$ cat src/rtl/gcd_host_sequencer.sv
// ---------------------------------------------------------------------------
// gcd_host_sequencer
//
// Host-side initiator for a subtractive GCD engine. Operand pairs arrive on a
// valid/ready stream. Each job resets the engine, because the engine parks in
// its done state after finishing. The sequencer then loads A together with
// start, loads B on the following cycle, waits for done, and returns the
// result on a valid/ready output stream.
//
// Two cases never reach the engine:
//   - If either operand is zero, the answer is known (A|B), so the engine is
//     bypassed. When both are zero the result is flagged with out_err.
//   - If the engine hangs, the wait is abandoned after TIMEOUT cycles and an
//     error result is returned. The next job's engine reset recovers it.
//
// Parameters:
//   W        operand / result width
//   TIMEOUT  maximum cycles spent waiting for done (>= 4)
//   RST_CYC  cycles gcd_rst is held at the start of each job (>= 1)
//
// Ports:
//   clk, rst             clock, asynchronous active-high reset
//   in_valid/in_ready    operand stream handshake
//   in_a, in_b           operands
//   out_valid/out_ready  result stream handshake
//   out_gcd, out_err     result, error flag (timeout or both operands zero)
//   gcd_rst              engine reset (also high while rst is high)
//   gcd_start            engine start (high only while loading A)
//   gcd_data             engine data_in (A, except B during the B load cycle)
//   gcd_done             engine done (only observed while waiting)
//   gcd_result           engine A-register value
//   busy                 a job is in flight
// ---------------------------------------------------------------------------
module gcd_host_sequencer #(
  parameter int W       = 16,
  parameter int TIMEOUT = 1024,
  parameter int RST_CYC = 2
) (
  input  logic         clk,
  input  logic         rst,
  input  logic         in_valid,
  output logic         in_ready,
  input  logic [W-1:0] in_a,
  input  logic [W-1:0] in_b,
  output logic         out_valid,
  input  logic         out_ready,
  output logic [W-1:0] out_gcd,
  output logic         out_err,
  output logic         gcd_rst,
  output logic         gcd_start,
  output logic [W-1:0] gcd_data,
  input  logic         gcd_done,
  input  logic [W-1:0] gcd_result,
  output logic         busy
);

  // The wait timer only has to reach TIMEOUT-1.
  localparam int TW = $clog2(TIMEOUT);
  // The engine-reset counter only has to reach RST_CYC-1.
  localparam int CW = (RST_CYC > 1) ? $clog2(RST_CYC) : 1;

  localparam logic [TW-1:0] TIMER_LAST = TW'(TIMEOUT - 1);
  localparam logic [CW-1:0] ERST_LAST  = CW'(RST_CYC - 1);

  typedef enum logic [2:0] {
    IDLE  = 3'd0,
    ERST  = 3'd1,
    LOADA = 3'd2,
    LOADB = 3'd3,
    WAIT  = 3'd4,
    RESP  = 3'd5
  } state_t;

  state_t         state;
  state_t         state_next;

  logic [W-1:0]   a;
  logic [W-1:0]   b;
  logic [TW-1:0]  timer;
  logic [CW-1:0]  erst_cnt;

  logic           accept;
  logic           zero_op;
  logic           both_zero;
  logic           timer_expired;
  logic           erst_last;
  logic           result_taken;

  // Handshake and decision terms.
  assign accept        = in_valid & in_ready;
  assign zero_op       = (in_a == '0) | (in_b == '0);
  assign both_zero     = (in_a == '0) & (in_b == '0);
  assign timer_expired = (timer == TIMER_LAST);
  assign erst_last     = (erst_cnt == ERST_LAST);
  assign result_taken  = out_valid & out_ready;

  // -------------------------------------------------------------------------
  // FSM: state register
  // -------------------------------------------------------------------------
  always_ff @(posedge clk or posedge rst) begin
    if (rst) begin
      state <= IDLE;
    end else begin
      state <= state_next;
    end
  end

  // -------------------------------------------------------------------------
  // FSM: next-state logic
  // -------------------------------------------------------------------------
  always_comb begin
    state_next = state;
    case (state)
      IDLE: begin
        if (accept) begin
          state_next = zero_op ? RESP : ERST;
        end
      end
      ERST: begin
        if (erst_last) begin
          state_next = LOADA;
        end
      end
      LOADA: state_next = LOADB;
      LOADB: state_next = WAIT;
      WAIT: begin
        // done and the terminal count can coincide. Both lead to RESP, and
        // the datapath gives priority to done.
        if (gcd_done || timer_expired) begin
          state_next = RESP;
        end
      end
      RESP: begin
        if (result_taken) begin
          state_next = IDLE;
        end
      end
      default: state_next = IDLE;
    endcase
  end

  // -------------------------------------------------------------------------
  // FSM: output decode (registered state and registers only, plus rst for
  // the asynchronous engine-reset and ready gating)
  // -------------------------------------------------------------------------
  always_comb begin
    in_ready  = (state == IDLE) & ~rst;
    gcd_rst   = rst | (state == ERST);
    gcd_start = (state == LOADA);
    gcd_data  = (state == LOADB) ? b : a;
    out_valid = (state == RESP);
    busy      = (state != IDLE);
  end

  // -------------------------------------------------------------------------
  // Datapath: latched operands, counters and result registers
  // -------------------------------------------------------------------------
  always_ff @(posedge clk or posedge rst) begin
    if (rst) begin
      a        <= '0;
      b        <= '0;
      timer    <= '0;
      erst_cnt <= '0;
      out_gcd  <= '0;
      out_err  <= 1'b0;
    end else begin
      case (state)
        IDLE: begin
          if (accept) begin
            a        <= in_a;
            b        <= in_b;
            erst_cnt <= '0;
            // The bypass result is ready immediately. With one operand zero,
            // the OR is simply the other operand.
            if (zero_op) begin
              out_gcd <= in_a | in_b;
              out_err <= both_zero;
            end
          end
        end
        ERST: begin
          erst_cnt <= erst_cnt + 1'b1;
        end
        LOADB: begin
          timer <= '0;
        end
        WAIT: begin
          timer <= timer + 1'b1;
          if (gcd_done) begin
            out_gcd <= gcd_result;
            out_err <= 1'b0;
          end else if (timer_expired) begin
            out_gcd <= '0;
            out_err <= 1'b1;
          end
        end
        default: begin
          // LOADA and RESP hold every register. In RESP this keeps
          // out_gcd/out_err stable until the consumer accepts them.
        end
      endcase
    end
  end

endmodule

$ cat config.mk
export PLATFORM = sky130hd
export DESIGN_NAME = gcd_host_sequencer
export DESIGN_NICKNAME = d
export VERILOG_FILES = /design/src/rtl/gcd_host_sequencer.sv
export SDC_FILE = /design/constraint.sdc
export NUM_CORES = 1
export LEC_CHECK = 0
export CAP_MARGIN = 20
export CORE_UTILIZATION = 50
export DETAILED_ROUTE_END_ITERATION = 7
export DONT_BUFFER_PORTS = 1
export GPL_TIMING_DRIVEN = 0
export PLACE_DENSITY_LB_ADDON = 0.3
export SYNTH_ARGS = -nofsm -noshare
export SYNTH_HDL_FRONTEND = slang
export SYNTH_SLANG_ARGS = --single-unit
export TNS_END_PERCENT = 100
$ cat constraint.sdc
create_clock -name clk -period 3.7 [get_ports clk]
set_clock_uncertainty 0.15 [all_clocks]
set_input_delay 0.74 -clock clk [delete_from_list [all_inputs] [get_ports clk]]
set_output_delay 0.74 -clock clk [all_outputs]
set_load 0.01 [all_outputs]
==> metrics.txt <==
status=finished, final reports clean; WP depth=6; DR pass1 iterations=4; Synth Area in Adders=0.003804; CP endpoint=gcd_data[8]; sequential fraction of the synthesis area=0.4793; crit-path cells=buf_2, nand2_1, or2_2, clkbuf_1, buf_2, mux2_2; initial antenna violation count=0; DRT iter0 DRCs=160; RD Place Congestion=0.8736; count leader, synth=dfrtp_1; Total GRT Usage=0.2464; max_slew headroom=0.6346; Setup violations, final=0; clock tree from TritonCTS=yes; Root Buffer=clkbuf_8; largest net degree at the start of global routing=41; row cnt=29; syn nets=around 330; WP data arrival=~2200 ps; final hold violations=0; Period Utilization, post-route=0.8227; RSZ-0062 raised after global routing=no; Starting Density=0.5180; most frequent CP cell=buf_2; Hold WC Path Type=in2async; HPWL after DPL=slightly below 6000 um; first-pass GRT wire length=12,970 um; # port buffers=0; mux share of post-synthesis cell area=0.2712; Synth Area in XOR/XNOR=0; flop2flop setup slack=between 1000 and 1500 ps; Via Count=~2,300; static leakage=1.624 nW; Critical Path RT=2810 ps; Residual DRC=0; Synth Register Bits=63; worst-margin pin slew=approximately 550 ps; Slew Viols, Final=0; Die ar.=about 0.0069 mm2; worst hold margin=approximately 180 ps; Post-CTS Setup Bufs=0; Congestion Overflow GR=0; Worst-Skew Late Latency=330 ps; Register-to-Register Path Depth=7; slowest CP cell=mux2_2; Yosys cell types=35; WL/cell=21.10 um; Async S/R FF share, synth=1.000; Max Clock Freq=~330 MHz; CORE AREA=between 0.006 and 0.007 mm2; CTS sink cnt=between 60 and 70; H-tree Lvls=3; GRT met3 Usage=0.06859; Ys Warns=0; M1 GR Usage=0.3270; CP startpoint=state[1]; clock buffer depth=2; WS Path Type=reg2out; P&R area growth vs syn=8.330%; Layout Nets=344; Die Width=just over 80 um; Util after Layout=0.5612; max_cap viols=0; RR Startpoint=timer[0]; post-CTS sizing=0; Fill cells=548; layer with the highest usage=met2; post-synth top area share=0.4793; I/O pins=91; CTS buffer count=9; Area contributors post-synth=dfrtp_1 (48%), mux2_4 (18%), mux2_2 (8.6%), a21oi_1 (3.2%), nor2_1 (2.6%); routed wire length=7850 um; CP endpoint kind=output port; P per Cell Area=between 700 and 800 mW/mm2; clock-pin slew on the worst setup and hold paths=approximately 70 ps; list of most frequent post-synthesis cells=dfrtp_1 (63), mux2_4 (40), mux2_2 (25); share of layout cells above drive strength 1=0.3322; Post-CTS Hold Buffers=0; dominant cell type by area after synthesis=dfrtp_1; minimum clock period=3044 ps; Synth Instances=around 280; remaining antenna violation count=0; Ant. Diodes=0; Post-synth EDFFs=0; Startpoint Class=flip-flop; Worst path top cell family by delay=buffers and inverters; Synth Area in Simple Gates=0.1255; RR Endpoint=out_gcd[14]; Buf/Inv on CP=3; largest family of logic cells by synthesized area=multiplexers; worst-path maximum fanout=10; Mean Syn Cell Area=between 10 and 15 um2; M2 GR Usage=0.3845; Mapped Area=approximately 0.0033 mm2; IR drop worst, VDD=around 0.00037 V; die height=just over 80 um; ys flop type=dfrtp_1; Via density=between 6 and 7; vias in the first global route=2,401; slowest cell delay on critical path=roughly 410 ps; Synth Area in Compound Gates=0.08330
-- placed cells by master, fill, tap and decap left out, types with 2 or more instances in the layout --
| cell type | count |
|---|---|
| nand4_1 | 5 |
| nor3_1 | 17 |
| nand2_1 | 13 |
| dfrtp_1 | 63 |
| nor4_1 | 8 |
| o31ai_1 | 6 |
| a31oi_1 | 2 |
| o211ai_1 | 2 |
| nand3_1 | 5 |
| buf_6 | 5 |
| clkinv_2 | 3 |
| a21oi_1 | 21 |
| o21ai_0 | 9 |
| mux2_4 | 40 |
| mux2_2 | 25 |
| nor2b_1 | 2 |
| buf_2 | 7 |
| nor2_1 | 23 |
| and2_1 | 2 |
| clkbuf_1 | 9 |
| clkbuf_8 | 9 |
-- report_power, final --
| part | switching [W] | internal, W | leakage, nW |
|---|---|---|---|
| Combinational | 0.000475 | 0.000618 | 0.778 |
| Clock | 0.000262 | 0.000240 | 0.0801 |
| Sequential | 0.000247 | 0.00100 | 0.765 |
-- final cells by class --
cell class              instances  area, um2  share of cell area
clock inverters                 4      22.52            0.006320
multi-input cells             195       1592              0.4466
repair buffers                  1      20.02            0.005618
flip-flops and latches         63       1577              0.4424
plain buffers                  18      113.9             0.03195
well taps                      77      96.34             0.02704
inverters                       2      7.507            0.002107
clock buffers                  12      135.1             0.03792
-- metal layers --
layer,wire length [um],vias to the layer above
li1,-,1035
met1,3496,1152
met2,3675,78
met3,514,19
met4,164,0
met5,0,-
-- through the flow --
step	cell area [um2]	power (W)	setup TNS, ps	worst slack, ps	instances
2_1_floorplan	3289	0.002137	0	406.4	278
3_3_place_gp	3386	0.002310	-147.4	-147.4	355
3_5_place_dp	3406	0.002343	0	1023	356
4_1_cts	3563	0.002855	0	642.9	372
5_1_grt	3563	0.003011	0	543.1	372
6_report	3563	0.002843	0	655.8	372
-- sequential cells by signal, indices dropped and copies added (netlist names) --
name,flops
out_gcd,16
b,16
a,16
state,3
out_err,1
erst_cnt,1
timer,10
-- worst register-to-register path: stages, from the launching register on --
cell	delay, ps
dfrtp_1	420
ha_1	250
and4_1	230
a41oi_2	220
a21oi_2	90
o21ai_2	200
buf_6	260
mux2_4	310
-- logic make-up after synthesis --
logic type / after synthesis
AO/OA/AOI/OAI: 45
AND/OR/NAND/NOR: 83
buffers and inverters: 20
adder cells (fa/ha/maj): 1
multiplexers: 66
flip-flops: 63
-- worst min-delay path by stage --
stage,start,to,slack [ps],depth (start not counted)
after floorplan,timer[9],timer[9],290,1
after global placement,timer[9],timer[9],310,1
after detailed placement,timer[9],timer[9],310,1
after CTS,rst,timer[9],190,1
after global routing,rst,timer[8],220,1
final,rst,timer[9],180,1
Power figures use the tool's default switching activity.
